**src/rtl/mux_rr_arbiter_pkg.sv**
```systemverilog
// Shared definitions for the round-robin result-mux arbiter.
//   state_t  : FSM state encoding (IDLE / GRANT / TURN)
//   NUM_REQ  : number of requesters sharing the 4:1 result mux
//   onehot2  : 2-bit index to 4-bit one-hot grant vector
package mux_rr_arbiter_pkg;

  localparam int NUM_REQ = 4;

  typedef enum logic [1:0] {
    ST_IDLE  = 2'd0,
    ST_GRANT = 2'd1,
    ST_TURN  = 2'd2
  } state_t;

  function automatic logic [NUM_REQ-1:0] onehot2(input logic [1:0] idx);
    logic [NUM_REQ-1:0] v;
    v      = '0;
    v[idx] = 1'b1;
    return v;
  endfunction

endpackage

```
**src/rtl/mux_rr_arbiter_if.sv**
```systemverilog
// Request/grant bundle between the datapath requesters and the arbiter.
//   req     : level request per requester (bit i = requester i)
//   gnt     : one-hot grant, zero when nobody owns the mux
//   sel1    : result mux select MSB (owner index bit 1)
//   sel2    : result mux select LSB (owner index bit 0)
//   busy    : a grant is currently active
//   preempt : one-cycle pulse when the owner was released by timeout
// Handshake: a requester raises req[i] and must hold it until gnt[i] is
// seen; it keeps ownership for as long as it keeps req[i] high (subject to
// the hold limit) and gives the mux back by dropping req[i]. Requests are
// not latched, so a request dropped before it is granted is simply lost.
// The master modport is the requester side, slave is the arbiter side.
interface mux_rr_arbiter_if;
  import mux_rr_arbiter_pkg::*;

  logic [NUM_REQ-1:0] req;
  logic [NUM_REQ-1:0] gnt;
  logic               sel1;
  logic               sel2;
  logic               busy;
  logic               preempt;

  modport master (
    output req,
    input  gnt, sel1, sel2, busy, preempt
  );

  modport slave (
    input  req,
    output gnt, sel1, sel2, busy, preempt
  );
endinterface

```
**src/rtl/mux_rr_arbiter_rr_pick.sv**
```systemverilog
// Combinational round-robin winner search.
//   req    : request vector
//   last   : index of the previous owner
//   winner : first requester found searching from (last+1) mod 4 with wrap
//   any    : at least one request is present (winner is valid)
module mux_rr_arbiter_rr_pick
  import mux_rr_arbiter_pkg::*;
(
  input  logic [NUM_REQ-1:0] req,
  input  logic [1:0]         last,
  output logic [1:0]         winner,
  output logic               any
);

  logic [1:0] idx;

  // Walk the offsets from farthest to nearest so the nearest requester
  // after 'last' is the final assignment. Offset 4 wraps to 'last' itself,
  // which makes the previous owner the lowest-priority candidate.
  always_comb begin
    winner = '0;
    idx    = '0;
    any    = |req;
    for (int k = NUM_REQ; k >= 1; k--) begin
      idx = last + k[1:0];
      if (req[idx]) winner = idx;
    end
  end

endmodule

```
**src/rtl/mux_rr_arbiter.sv**
```systemverilog
// Round-robin arbiter for the shared 4:1 result mux.
//   clk       : rising-edge clock
//   rst       : synchronous, active-high reset
//   bus       : slave side of mux_rr_arbiter_if (req in; gnt, sel1, sel2,
//               busy, preempt out)
//   dbg_state : current FSM state
// A winner granted from IDLE owns the mux while it holds its request. After
// MAX_HOLD consecutive grant cycles with another request pending the owner
// is forced off (preempt pulse). Every release passes through one TURN
// cycle and one IDLE cycle so the mux select settles before the next owner.
module mux_rr_arbiter
  import mux_rr_arbiter_pkg::*;
#(
  parameter int MAX_HOLD = 8,
  parameter int CNT_W    = 8
) (
  input  logic                clk,
  input  logic                rst,
  mux_rr_arbiter_if.slave     bus,
  output state_t              dbg_state
);

  localparam logic [CNT_W-1:0] HOLD_LAST = CNT_W'(MAX_HOLD - 1);

  state_t             state_q, state_d;
  logic [1:0]         owner_q, owner_d;
  logic [1:0]         last_q,  last_d;
  logic [CNT_W-1:0]   cnt_q,   cnt_d;
  logic [NUM_REQ-1:0] gnt_q,   gnt_d;
  logic               busy_q,  busy_d;
  logic               pre_q,   pre_d;

  logic [1:0]         winner;
  logic               any_req;
  logic               others;

  mux_rr_arbiter_rr_pick u_rr_pick (
    .req    (bus.req),
    .last   (last_q),
    .winner (winner),
    .any    (any_req)
  );

  assign others = (bus.req & ~onehot2(owner_q)) != '0;

  always_ff @(posedge clk) begin
    if (rst) begin
      state_q <= ST_IDLE;
      owner_q <= 2'd0;
      last_q  <= 2'd3;
      cnt_q   <= '0;
      gnt_q   <= '0;
      busy_q  <= 1'b0;
      pre_q   <= 1'b0;
    end else begin
      state_q <= state_d;
      owner_q <= owner_d;
      last_q  <= last_d;
      cnt_q   <= cnt_d;
      gnt_q   <= gnt_d;
      busy_q  <= busy_d;
      pre_q   <= pre_d;
    end
  end

  // owner_q doubles as the mux select; it only changes on entry to GRANT,
  // so the select stays put through TURN and IDLE.
  always_comb begin
    state_d = state_q;
    owner_d = owner_q;
    last_d  = last_q;
    cnt_d   = cnt_q;
    gnt_d   = '0;
    busy_d  = 1'b0;
    pre_d   = 1'b0;
    case (state_q)
      ST_IDLE: begin
        if (any_req) begin
          state_d = ST_GRANT;
          owner_d = winner;
          cnt_d   = '0;
          gnt_d   = onehot2(winner);
          busy_d  = 1'b1;
        end
      end
      ST_GRANT: begin
        gnt_d  = onehot2(owner_q);
        busy_d = 1'b1;
        if (!bus.req[owner_q]) begin
          // Voluntary release wins over a coincident timeout.
          state_d = ST_TURN;
          last_d  = owner_q;
          cnt_d   = '0;
          gnt_d   = '0;
          busy_d  = 1'b0;
        end else if (cnt_q == HOLD_LAST) begin
          cnt_d = '0;
          if (others) begin
            state_d = ST_TURN;
            last_d  = owner_q;
            gnt_d   = '0;
            busy_d  = 1'b0;
            pre_d   = 1'b1;
          end
        end else begin
          cnt_d = cnt_q + CNT_W'(1);
        end
      end
      ST_TURN: begin
        state_d = ST_IDLE;
      end
      default: begin
        state_d = ST_IDLE;
        owner_d = 2'd0;
        cnt_d   = '0;
      end
    endcase
  end

  assign bus.gnt     = gnt_q;
  assign bus.sel1    = owner_q[1];
  assign bus.sel2    = owner_q[0];
  assign bus.busy    = busy_q;
  assign bus.preempt = pre_q;
  assign dbg_state   = state_q;

endmodule

```
**src/flat_wrapper.sv**
```systemverilog
// flat-port wrapper written by rule: the top's interface ports become plain ports
module mux_rr_arbiter_flat import mux_rr_arbiter_pkg::*;
#(
  parameter int MAX_HOLD = 8,
  parameter int CNT_W    = 8
)
  (clk, rst, dbg_state, bus_req, bus_gnt, bus_sel1, bus_sel2, bus_busy, bus_preempt);
  mux_rr_arbiter_if bus_i ();
  input  logic clk;
  input  logic rst;
  output state_t dbg_state;
  input wire logic [$bits(bus_i.req)-1:0] bus_req;
  output wire logic [$bits(bus_i.gnt)-1:0] bus_gnt;
  output wire logic [$bits(bus_i.sel1)-1:0] bus_sel1;
  output wire logic [$bits(bus_i.sel2)-1:0] bus_sel2;
  output wire logic [$bits(bus_i.busy)-1:0] bus_busy;
  output wire logic [$bits(bus_i.preempt)-1:0] bus_preempt;
  assign bus_i.req = bus_req;
  assign bus_gnt = bus_i.gnt;
  assign bus_sel1 = bus_i.sel1;
  assign bus_sel2 = bus_i.sel2;
  assign bus_busy = bus_i.busy;
  assign bus_preempt = bus_i.preempt;
  mux_rr_arbiter #(.MAX_HOLD(MAX_HOLD), .CNT_W(CNT_W)) u_core (.clk(clk), .rst(rst), .bus(bus_i), .dbg_state(dbg_state));
endmodule
```
**config.mk**
```make
export PLATFORM = sky130hd
export DESIGN_NAME = mux_rr_arbiter_flat
export DESIGN_NICKNAME = d
export VERILOG_FILES = /design/src/rtl/mux_rr_arbiter_pkg.sv /design/src/rtl/mux_rr_arbiter_if.sv /design/src/rtl/mux_rr_arbiter_rr_pick.sv /design/src/rtl/mux_rr_arbiter.sv /design/src/flat_wrapper.sv
export SDC_FILE = /design/constraint.sdc
export NUM_CORES = 1
export LEC_CHECK = 0
export ABC_AREA = 1
export BUFFER_PORTS_ARGS = -buffer_cell sky130_fd_sc_hd__buf_2
export CORE_MARGIN = 5
export CORE_UTILIZATION = 29
export CTS_BUF_LIST = sky130_fd_sc_hd__clkbuf_8
export CTS_CLUSTER_SIZE = 25
export DETAILED_ROUTE_END_ITERATION = 12
export SLEW_MARGIN = 5
export SYNTH_ARGS = -nofsm -noshare
export SYNTH_HDL_FRONTEND = slang
export SYNTH_SLANG_ARGS = --single-unit
```
**constraint.sdc**
```tcl
create_clock -name clk -period 1.8 [get_ports clk]
set_input_delay 0.27 -clock clk [delete_from_list [all_inputs] [get_ports clk]]
set_output_delay 0.27 -clock clk [all_outputs]
set_load 0.02 [all_outputs]
```
Word level (Yosys, flattened, before mapping)
Index checks and enable logic that the tools add are counted.
Widths: inputs -> output; s select.
Operators by class
  magnitude comparators: 8
  reductions and logical operators: 11
  $add $sub $neg: 4
  equal/unequal tests: 8
  mux-type cells: 43
  bitwise logic cells: 7
Operators with widths (number)
  $mux 2: 12
  $mux 8: 3
  $pmux 8 s3: 1
  $lt 2x3->1 const B: 6
  $mux 4: 4
  $mux 1: 12
  $bmux 1 s2: 5
  $add 8x1->8 const B: 1
  $eq 8x3->1 const B: 1
  $pmux 2 s2: 2
  $pmux 4 s2: 1
  $reduce_or 4->1: 2
  $reduce_and 3->1: 2
  $not 1->1: 5
  $add 2x2->2 const B: 2
  $and 4x4->4: 1
  $demux 1 s2: 2
  $ge 2x1->1 const B: 2
  $ne 2x1->1 const B: 2
  $not 4->4: 1
  $reduce_and 2->1: 2
  $reduce_bool 4->1: 1
  $ne 3x2->1 const B: 1
  $ne 3x3->1 const B: 1
  8 further kinds: 9
Word-level totals
  word-level logic and storage cells: 88
  bits in registers: 20

Depth between registers and ports, before layout
Gate-level depths: netlist of run 1.
  depth in word-level cells: 12
  depth in mapped cells: 12
  gate-level depth less buffers: 11

By module
Synthesis of run 1 repeated with hierarchy kept, for this count alone.
Second synthesis, totals
  cell total of the unflattened synthesis: 201
  area total of the unflattened synthesis: 1353.8 µm²
By module, submodules not included
  mux_rr_arbiter: area each 1087.3 µm², cells an instance 150, times used 1
  mux_rr_arbiter_rr_pick: area each 266.5 µm², cells an instance 51, times used 1

Worst setup path after synthesis of run 1
No wires, ideal clock.
  path type: register to register
  start: register u_core.state_q[0] (netlist: u_core.dbg_state[0])
  end: register u_core.cnt_q[6]
  data required time: 1.683 ns
  setup slack: 0.220 ns
  setup time: 0.117 ns
  buffers on the path: 0
  data arrival time: 1.463 ns
  period minus slack after synthesis: 1.580 ns
  stages on the path, launching flop included: 9
  cells stage by stage: dfxtp_1 inv_1 ha_1 nand4_1 nand2_1 inv_2 nand4_1 xor2_1 nor2_1
On the way
  cells in the longest elaborated chain, start to end: 3
  elaborated cells between the ends (all ways): 7
  classes of those cells: 3 x eq/ne; 1 x mux; 1 x bitwise; 2 x reduce/logical
Ends and longest elaborated chain
  start, declared: RTL line mux_rr_arbiter.sv:25  | state_t state_q, state_d;
  start signal, assigned: RTL line mux_rr_arbiter.sv:56  | state_q <= state_d;
  $logic_not 2->1 / $eq 2x2->1 (equally long branches): RTL line mux_rr_arbiter.sv:76  | case (state_q)
  $ne 2x1->1 (no line) / $not 1->1 (equally long branches)
  $reduce_and 2->1 (no line)
  end signal, assigned: RTL line mux_rr_arbiter.sv:59  | cnt_q <= cnt_d;
  end, declared: RTL line mux_rr_arbiter.sv:28  | logic [CNT_W-1:0] cnt_q, cnt_d;
Parallel ways exist; a longest one is shown, timed or not.
A chain may end at the register's enable or synchronous reset.

Final worst setup path of run 1
  start: register u_core.state_q[0] (netlist: u_core.dbg_state[0])
  end: register u_core.cnt_q[7]
The elaborated chain is that of the path after synthesis.

==> impl_results.md, run 1 <==
* Status: completed
* Slew headroom at 77.5%
* Post-CTS sizing at 0
* Area of the multi-input gates at 662 um2
* RSZ-0062 raised after global routing: false
* VDD IR-drop max at 0.000454 V
* Register area at 400 um2
* Cells after Synth at 184
* Final WL at 2700 um
* First-pass GRT wire length at 4690 um
* Clock buffer depth at 2
* Clk sinks at 20
* Drt drc at 0
* Worst EP arrival at 1.68 ns
* Buffer and inverter count on the worst path at 2
* Setup crit start kind: register
* Die Ht at 73.8 um
* Final hold slack at 0.339 ns
* Drt wl/cell at 10.7 um
* Reg2reg start: u_core.dbg_state[0]
* Synth warn at 0
* Starting density of the core at 29.7%
* Postcts setup bufs at 0
* Design Area, Final at 1370 um2
* Final Setup Violations at 0
* Critical Path Stages at 8
* Syn_nets at 194
* Reg-to-Reg End: u_core.cnt_q[7]
* Total core area at 3970 um2
* CP max-delay cell: dfxtp_1
* Share of cells above drive strength 1 at 15.3%
* PD cells at 1060 nW/um2
* Worst Clk Skew at 0.00358 ns
* Vias in the first global route at 1,117
* Most common cell after layout, fill and taps aside: nand2_1
* # rows at 23
* GRT overflow at 0
* Worst Setup EP: u_core.cnt_q[7]
* Leak Pwr at 0.686 nW
* Max-slew violations at 0
* Die Width at 73.8 um
* Slowest stage delay, CP at 0.38 ns
* Largest net degree at the start of global routing at 12
* Critical Setup Path Class: register to register
* Diodes inserted at 0
* Top delay family on crit path: simple AND/OR/NAND/NOR gates
* Hold_buf cts at 0
* DRC marker count from the first detailed-route iteration at 61
* Max Cap Viol at 0
* Total global-route track usage at 10.8%
* TritonCTS clock tree: yes
* Hpwl dp at 2100 um
* H-tree depth at 1
* DR pass1 iterations at 4
* Required @ worst endpoint at 1.96 ns
* Hold Violations, Final at 0
* Most frequent cells in the layout: nand2_1, inv_1, nand3_1, dfxtp_1, nor2_1
* Setup ws final at 0.279 ns
* Unique masters post-synth at 23
* Post-route ant nets at 0
* Critical path origin: u_core.dbg_state[0]
* Full die area at 5450 um2
* Area delta synth->final at 15.7%
* Hold Path Class: input port to register
* PortBufs at 15
* Worst reg2reg path depth at 8
* Period utilisation layout at 84.5%
* Worst Tran Pin Value at 0.337 ns
* Sequential fraction of the synthesis area at 33.9%
* Vias post-DR at 1,163
* Worst-skew pair later-pin latency at 0.26 ns
* Synthesized area at 1180 um2
* Initial antenna violation count at 0
* Fillcell total at 455
* RD Place Congestion at 0.928
* Critical Path Most Common Cell: nand2_1
* Num CTS Buffers at 3
* R2R setup slack at 0.28 ns
* F_max at 0.657 GHz
* CP cell instances: inv_1, ha_1, nand4_1, nand2_1, inv_2, nand2_1, nand2_2, nor2_1
* Pre-CTS setup slack at 0.286 ns
* Min cycle time layout at 1.52 ns
* Fin nets at 213
* Clock-pin slew on the worst setup and hold paths at 0.08 ns
* I/O pins at 16
* Setup tns final at 0 ns
* Worst Path Max Fanout at 7
* Clock root buffer master: clkbuf_8
* Mean Syn Cell Area at 6.42 um2
* Crit. End Element: register
* Flop and latch count out of synthesis at 20
* DP Area at 1310 um2
* Avg Vias per Cell at 4.62
* Final Core Density at 34.4%
==> kinds of logic (layout without fill, tap and decap cells) <==
| kind of cell | Yosys count | after routing | synth area share [%] |
|---|---|---|---|
| AOI/OAI and AO/OA | 23 | 23 | 10.7 |
| xor gates and xnor gates | 4 | 4 | 2.97 |
| adders and majority gates | 4 | 4 | 4.24 |
| buffers and inverters | 29 | 47 | 10.1 |
| DFF | 20 | 20 | 33.9 |
| and+or+nand+nor | 104 | 104 | 38.1 |
==> registers in the layout, indices dropped and copies added (netlist names) <==
register / flops
u_core.cnt_q: 8
u_core.last_q: 2
u_core.owner_q: 2
u_core.bus.gnt: 4
u_core.dbg_state: 2
u_core.bus.preempt: 1
u_core.bus.busy: 1
==> Yosys cell counts, drive strengths merged <==
master | n | area [um2]
nand4 | 4 | 25.0
a31o | 1 | 8.76
buf | 1 | 11.3
nand3 | 20 | 100
inv | 27 | 104
a21oi | 13 | 65.1
ha | 4 | 50.1
o21ai | 8 | 40.0
or2 | 1 | 6.26
clkbuf | 1 | 3.75
nor2 | 18 | 72.6
xnor2 | 1 | 8.76
nand2 | 57 | 216
nor3 | 4 | 30.0
xor2 | 3 | 26.3
o22ai | 1 | 12.5
dfxtp | 20 | 400
==> stage by stage <==
stage               instances  total power (W)
floorplan                 184         0.000980
global placement          248          0.00111
detailed placement        248          0.00111
CTS                       252          0.00146
global route              252          0.00157
finish                    252          0.00145
==> routing by layer <==
| layer | wire, um | vias up | part of all wire [%] | GRT usage, % |
|---|---|---|---|---|
| li1 | - | 621 | - | - |
| met2 | 1210 | 28 | 45 | 17.8 |
| met1 | 1370 | 512 | 51 | 13.7 |
| met4 | 31 | 0 | 1.1 | 4.02 |
| met5 | 0 | - | 0 | 0 |
| met3 | 91 | 2 | 3.4 | 2.05 |
==> power by group <==
part           switching [W]  internal [W]  leakage [nW]  total (W)
clock network       0.000155      0.000195        0.0288   0.000349
logic               0.000364      0.000181         0.495   0.000545
registers          0.0000574      0.000499         0.163   0.000556
==> cell type report <==
| type | count | area share [%] |
|---|---|---|
| multi-input combinational | 135 | 48.4 |
| timing repair buffer | 16 | 6.04 |
| inverter | 27 | 7.60 |
| tap | 50 | 4.58 |
| sequential | 20 | 29.3 |
| clock buffer | 4 | 4.03 |
==> worst min-delay path by stage <==
stage / start / endpoint / slack (ns) / cells past startpoint
floorplan: rst / u_core.last_q[0] / 0.42 / 2
detailed placement: u_core.dbg_state[0] / u_core.dbg_state[0] / 0.49 / 2
CTS: rst / u_core.dbg_state[0] / 0.33 / 2
global placement: u_core.cnt_q[0] / u_core.cnt_q[0] / 0.49 / 2
global route: rst / u_core.owner_q[0] / 0.36 / 2
finish: rst / u_core.dbg_state[0] / 0.34 / 2
Power figures use the tool's default switching activity.
==> inputs of run 2 (changes only) <==
--- a/config.mk
+++ b/config.mk
@@ -5,7 +5,7 @@
 export SDC_FILE = /design/constraint.sdc
 export NUM_CORES = 1
 export LEC_CHECK = 0
-export ABC_AREA = 1
+export ABC_AREA = 0
 export BUFFER_PORTS_ARGS = -buffer_cell sky130_fd_sc_hd__buf_2
 export CORE_MARGIN = 5
 export CORE_UTILIZATION = 29
==> constraint.sdc (replaced) <==
create_clock -name clk -period 1.35 [get_ports clk]
set_input_delay 0.2025 -clock clk [delete_from_list [all_inputs] [get_ports clk]]
set_output_delay 0.2025 -clock clk [all_outputs]
set_load 0.02 [all_outputs]
==> run 2 against run 1 <==
The run now ends with setup timing left. Sequential power grew 25%. Routed wire length is 27% higher. Final cell count fell by 2.8%. Critical endpoint is now u_core.bus.gnt[0].
==> impl_results.md, run 2 <==
* Starting density of the core at 29.4% (-0.32 points)
* Total global-route track usage at 13.2% (+2.5 points)
* Share of cells above drive strength 1 at 63.6% (+48 points)
* Required @ worst endpoint at 1.50 ns (-0.46 ns)
* Sequential share of power at 32.9% (-5.5 points)
* Worst EP arrival at 1.79 ns (+0.11 ns)
* Async set-reset flop share out of synthesis at 0% (unchanged)
* Largest net degree at the start of global routing at 14 (+2)
* Clock buffer depth at 2 (unchanged)
* Slew headroom at 77.2% (-0.29 points)
* Leak Pwr at 0.797 nW (+16%)
* Max Cap Viol at 0 (unchanged)
* Sequential fraction of the synthesis area at 34.5% (+0.62 points)
* Flop and latch count out of synthesis at 20 (unchanged)
* Post-synth top cells: dfxtp_1, nand2_1, a21oi_1, nor2_1
* VDD IR-drop max at 0.000489 V (+7.7%)
* Clock root buffer master: clkbuf_8
* Yosys top cell area share at 34.5% (+0.62 points)
* Setup ws final at -0.285 ns (-0.564 ns)
* Avg Vias per Cell at 4.93 (+6.7%)
* Worst Clk Skew at 0.00217 ns (-0.00141 ns)
* Post-route ant nets at 0 (unchanged)
* Vias post-DR at 1,207 (+3.8%)
* Clock-pin slew on the worst setup and hold paths at 0.07 ns (about the same)
* Post-synthesis xor/xnor area fraction at 3.78% (+0.81 points)
* Synthesized area at 1160 um2 (-1.8%)
* Clk sinks at 20 (unchanged)
* Buffer and inverter count on the worst path at 1 (-1)
* Die Ht at 73.2 um (-0.79%)
* Final WL at 3420 um (+27%)
* Hold Path Class: input port to register
* Main synth FF type: dfxtp_1
* Final Core Density at 49.7% (+15 points)
* First-pass GRT wire length at 5550 um (+18%)
* Syn_nets at 142 (-27%)
* Count leader, synth: dfxtp_1
* Mean Syn Cell Area at 8.79 um2 (+37%)
* CP max-delay cell: mux4_2
* DRC marker count from the first detailed-route iteration at 73 (+20%)
* Hpwl dp at 2550 um (+21%)
* Most frequent cells in the layout: buf_4, buf_2, dfxtp_1
* Sw Ratio at 33.1% (-6.6 points)
* H-tree depth at 1 (unchanged)
* Status: complete, but fails checks
* Synth Area in Adders at 4.31% (+0.078 points)
* Synth area leaders: dfxtp_1, nand2_1, a21oi_1
* F_max at 0.612 GHz (-7.0%)
* Failing checks: setup timing
* RD Place Congestion at 0.891 (-3.9%)
* PortBufs at 15 (unchanged)
* Final hold slack at 0.318 ns (-0.0214 ns)
* Worst Tran Pin Value at 0.342 ns (+0.00482 ns)
* Fin nets at 206 (-3.3%)
* I/O pins at 16 (unchanged)
* Internal power at 0.00141 W (+61%)
* Cells after Synth at 132 (-28%)
* Unique masters post-synth at 47 (+100%)
* Compound-Gate Fraction of Synth Area at 21.5% (+11 points)
* Comb pwr share at 45.5% (+7.9 points)
* Top delay family on crit path: multiplexers
* Min cycle time layout at 1.64 ns (+0.114 ns)
* DR pass1 iterations at 4 (unchanged)
* GRT overflow at 0 (unchanged)
* Initial antenna violation count at 0 (unchanged)
* Slowest stage delay, CP at 0.54 ns (+0.16 ns)
* Setup crit start kind: register
* Synth warn at 0 (unchanged)
* Hold Violations, Final at 0 (unchanged)
* Tot Pwr at 0.00210 W (+45%)
* Period utilisation layout at 121% (+37 points)
* Largest family of logic cells by synthesized area: simple AND/OR/NAND/NOR gates
* Crit. End Element: register
* PD cells at 1070 nW/um2 (+1.2%)
* TritonCTS clock tree: yes
* Top reg by flops: u_core.cnt_q
* Most common cell after layout, fill and taps aside: buf_4
* Clock Power Share at 21.6% (-2.5 points)
* Critical Setup Path Class: register to register
* Final Setup Violations at 19 (+19)
* Drt drc at 0 (unchanged)
* Worst-skew pair later-pin latency at 0.26 ns (about the same)
* Total core area at 3940 um2 (-0.72%)
* EDFF count, synth at 0 (unchanged)
* Largest area contributor in the netlist: dfxtp_1
* Full die area at 5360 um2 (-1.6%)
* Max reg flops at 8 (unchanged)
* CP cell instances: mux4_2, and2_4, o21ai_4, buf_6, nor3_1, o21a_1
* Vias in the first global route at 1,231 (+10%)
* Drt wl/cell at 13.9 um (+30%)
* Num CTS Buffers at 3 (unchanged)
* Synth Area in Simple Gates at 26.3% (-12 points)
* Area delta synth->final at 68.9%
* Multiplexer share of the synthesized area at 4.53% (+4.5 points)
* Worst Path Max Fanout at 4 (-3)
* # rows at 23 (unchanged)
* RSZ-0062 raised after global routing: true
* Max-slew violations at 0 (unchanged)
* Die Width at 73.2 um (-0.79%)
* Pre-CTS setup slack at -0.345 ns (-0.632 ns)
* Diodes inserted at 0 (unchanged)
* Net Switching at 0.000696 W (+21%)
## run 2: changes by cell type after synthesis, sizes merged, moves of 4 or more
cell,change
inv,-22
nand2,-41
nand3,-20
nor2,-7
o21ai,-4
or3,+4
## run 2: through the flow
| stage | setup TNS [ns] | std cells | cell area, um2 |
|---|---|---|---|
| after detailed placement | -4.18 | 232 | 1640 |
| after CTS | -3.56 | 241 | 1850 |
| after floorplan | -3.97 | 132 | 1240 |
| after global routing | -4.97 | 245 | 1960 |
| final | -3.78 | 245 | 1960 |
| after global placement | -3.53 | 232 | 1640 |
## run 2: path summary, 6_finish.rpt
kind,slack [ns],end,cells after the start,startpoint
worst max-delay path,-0.29,u_core.bus.gnt[0],6,u_core.owner_q[0]
worst min-delay path,0.32,u_core.cnt_q[2],2,rst
worst max register to register,-0.29,u_core.bus.gnt[0],6,u_core.owner_q[0]
worst min register to register,0.56,u_core.dbg_state[1],2,u_core.dbg_state[1]
## run 2: timing repair
item / CTS / global route
pin swaps: 16 / 13
endpoints found under the setup margin: 20 / 20
buffers inserted: 6 / 4
gates resized for setup: 31 / 19
hold buffers: 0 / 0
## run 2: area by class of cell
class | count | area (um2)
clock buffers | 4 | 55.1
fillers | 359 | 1980
inverters | 5 | 18.8
multi-input cells | 100 | 896
flip-flops and latches | 20 | 427
well taps | 50 | 62.6
repair buffers | 66 | 500
## run 2: power groups by stage
| stage | logic, W | clock network, W | registers (W) |
|---|---|---|---|
| 2_1_floorplan | 0.000381 | 0 | 0.000738 |
| 3_3_place_gp | 0.000704 | 0 | 0.000696 |
| 3_5_place_dp | 0.000724 | 0 | 0.000700 |
| 4_1_cts | 0.000859 | 0.000470 | 0.000690 |
| 5_1_grt | 0.00103 | 0.000489 | 0.000701 |
| 6_report | 0.000957 | 0.000455 | 0.000693 |
## run 2: cell families after synthesis
group | Yosys count
mux | 4
simple gates | 55
fa+ha+maj | 4
flops | 20
xor+xnor | 5
buf+inv | 12
compound gates | 32
## run 2: metal layers
layer	share of wire [%]	vias up	routed length (um)	global-route usage, %
met4	0.85	0	29	4.30
met1	43	578	1470	16.0
met3	2.7	4	93	1.93
met2	53	18	1830	23.7
met5	0	-	0	0
li1	-	607	-	-
==> inputs of run 3 (changes only) <==
--- a/config.mk
+++ b/config.mk
@@ -7,7 +7,6 @@
 export LEC_CHECK = 0
 export ABC_AREA = 0
 export BUFFER_PORTS_ARGS = -buffer_cell sky130_fd_sc_hd__buf_2
-export CORE_MARGIN = 5
 export CORE_UTILIZATION = 29
 export CTS_BUF_LIST = sky130_fd_sc_hd__clkbuf_8
 export CTS_CLUSTER_SIZE = 25
==> run 3 against run 2 <==
The flow still finishes with violations (setup timing). Setup slack got worse by 0.029 ns. Sequential power about the same. Combinational power decreased by 14%. Clock power shrank 13%. Global-route usage rose by 2.9 points. Critical path depth grew 2. Design area decreased by 6.6%. Routed wire length is 8.3% lower. Final cell count is 2.0% lower. Clock-buffer cell count is 1 lower. Via count decreased by 2.8%.
==> impl_results.md, run 3 (synthesized netlist as in run 2, its figures left out) <==
* CP cell instances: ha_4, nor4b_4, o311ai_4, buf_4, o21ai_4, buf_6, nor3_1, o21a_1
* R2R setup slack at -0.31 ns (-0.03 ns)
* PortBufs at 15 (unchanged)
* Setup ws final at -0.315 ns (-0.0295 ns)
* Reg-to-Reg End: u_core.bus.gnt[0]
* Period utilisation layout at 123% (+2.2 points)
* VDD IR-drop max at 0.000547 V (+12%)
* Slowest stage delay, CP at 0.36 ns (-0.18 ns)
* Clock-pin slew on the worst setup and hold paths at 0.08 ns (about the same)
* Final Setup Violations at 19 (unchanged)
* Required @ worst endpoint at 1.51 ns (about the same)
* Hold Path Class: input port to register
* Die Ht at 65.2 um (-11%)
* H-tree depth at 1 (unchanged)
* DR pass1 iterations at 4 (unchanged)
* Final WL at 3140 um (-8.3%)
* First-pass GRT wire length at 5340 um (-3.7%)
* Most frequent cells in the layout: buf_4, nand2_1, buf_2
* Register area at 427 um2 (unchanged)
* Area of the multi-input gates at 801 um2 (-11%)
* Clock buffer depth at 2 (unchanged)
* Most common cell after layout, fill and taps aside: buf_4
* Crit. End Element: register
* Fillcell total at 365 (+1.7%)
* Top delay family on crit path: compound AO/OA/AOI/OAI gates
* Initial antenna violation count at 0 (unchanged)
* Slew headroom at 78.3% (+1.1 points)
* PD cells at 1050 nW/um2 (-2.6%)
* Max reg flops at 8 (unchanged)
* # rows at 22 (-4.3%)
* Met2 wire length at 1650 um (-9.6%)
* Met3 wire len at 42 um (-55%)
* Hold depth at 2 (unchanged)
* Routed met1 length at 1370 um (-6.4%)
* Avg Vias per Cell at 4.89 (-0.79%)
* DRC marker count from the first detailed-route iteration at 23 (-68%)
* Starting density of the core at 31.0% (+1.6 points)
* Design Area, Final at 1830 um2 (-6.6%)
* I/O pins at 16 (unchanged)
* Min cycle time layout at 1.66 ns (+0.0295 ns)
* Buffer and inverter count on the worst path at 2 (+1)
* Drt wl/cell at 13.1 um (-6.3%)
* Diodes inserted at 0 (unchanged)
* TritonCTS clock tree: yes
* CP max-delay cell: dfxtp_4
* Reg2reg start: u_core.cnt_q[0]
* Hold EP: u_core.owner_q[0]
* Top sig layer: met4
* Failing checks: setup timing
* Largest net degree at the start of global routing at 14 (unchanged)
* Full die area at 4260 um2 (-21%)
* Hold_sp: rst
* DP Area at 1620 um2 (-1.4%)
* Max-slew violations at 0 (unchanged)
* Vias post-DR at 1,173 (-2.8%)
* Clk sinks at 20 (unchanged)
* Fin nets at 203 (-1.5%)
* Top reg by flops: u_core.cnt_q
* Clock root buffer master: clkbuf_8
* Total core area at 3740 um2 (-5.0%)
* Share of cells above drive strength 1 at 53.1% (-10 points)
* Drt drc at 0 (unchanged)
* Vias in the first global route at 1,204 (-2.2%)
* Pre-CTS setup slack at -0.348 ns (-0.00231 ns)
* Worst reg2reg path depth at 8 (+2)
* Hpwl dp at 2320 um (-9.2%)
* Worst Path Max Fanout at 5 (+1)
* Hold Violations, Final at 0 (unchanged)
* GRT overflow at 0 (unchanged)
* F_max at 0.601 GHz (-1.8%)
* Leak Pwr at 0.765 nW (-3.9%)
* Area delta synth->final at 57.8%
* Max Cap Viol at 0 (unchanged)
* Setup crit start kind: register
* Hold_buf cts at 0 (unchanged)
* Total global-route track usage at 16.1% (+2.9 points)
* Num CTS Buffers at 3 (unchanged)
* RSZ-0062 raised after global routing: true
* Status: complete, but fails checks
* Worst Tran Pin Value at 0.324 ns (-0.0178 ns)
* Worst EP arrival at 1.83 ns (+0.04 ns)
* Post-route ant nets at 0 (unchanged)
* RD Place Congestion at 0.785 (-12%)
* Die Width at 65.2 um (-11%)
* Critical Setup Path Class: register to register
* Worst Clk Skew at 0.00890 ns (+0.00673 ns)
* Worst-skew pair later-pin latency at 0.26 ns (about the same)
==> run 3: timing repair <==
item / 4_1_cts / 5_1_grt
gates resized for setup: 12 / 19
endpoints found under the setup margin: 20 / 20
pin swaps: 14 / 12
setup buffers: 5 / 3
==> run 3: how the worst max path moves through the flow <==
stage	start	end	slack [ns]	cells past startpoint
final	u_core.cnt_q[0]	u_core.bus.gnt[0]	-0.31	8
after global routing	u_core.cnt_q[0]	u_core.dbg_state[0]	-0.39	8
after CTS	u_core.owner_q[0]	u_core.last_q[1]	-0.31	6
after detailed placement	bus_req[0]	u_core.last_q[0]	-0.35	5
after global placement	bus_req[0]	u_core.bus.gnt[2]	-0.32	6
after floorplan	u_core.owner_q[0]	u_core.cnt_q[5]	-0.28	6
==> run 3: power by group <==
group          internal (W)  switching, W  leakage, nW
combinational      0.000427      0.000397        0.571
sequential         0.000649     0.0000429        0.167
clock              0.000203      0.000196       0.0269
==> run 3: final cells by class <==
type	instances	share of cell area (%)
Clock buffer	3	2.26
Clock inverter	1	0.205
Inverter	5	1.03
Multi-Input combinational cell	100	43.7
Sequential cell	20	23.3
Tap cell	48	3.28
Timing Repair Buffer	63	26.2
==> run 3: worst register-to-register path: stages (launching register included) <==
cell and delay, ns:
dfxtp_4 0.36, ha_4 0.13, nor4b_4 0.26, o311ai_4 0.17, buf_4 0.18, o21ai_4 0.14
buf_6 0.14, nor3_1 0.04, o21a_1 0.16
==> run 3: metrics by stage <==
step	setup TNS, ns	std cells	util [%]	power, W	hold WS (ns)
floorplan	-3.97	132	-	0.00112	0.313
global placement	-3.87	229	43.3	0.00138	0.553
detailed placement	-4.18	229	43.3	0.00140	0.546
CTS	-3.97	238	46.6	0.00187	0.283
global route	-5.63	240	48.9	0.00204	0.309
finish	-4.03	240	48.9	0.00191	0.305
==> run 3: layer usage <==
metal / GRT usage [%] / up-vias
met5: 0 / -
met4: 7.34 / 0
met3: 2.08 / 7
met2: 29.0 / 16
met1: 18.8 / 554
li1: - / 596
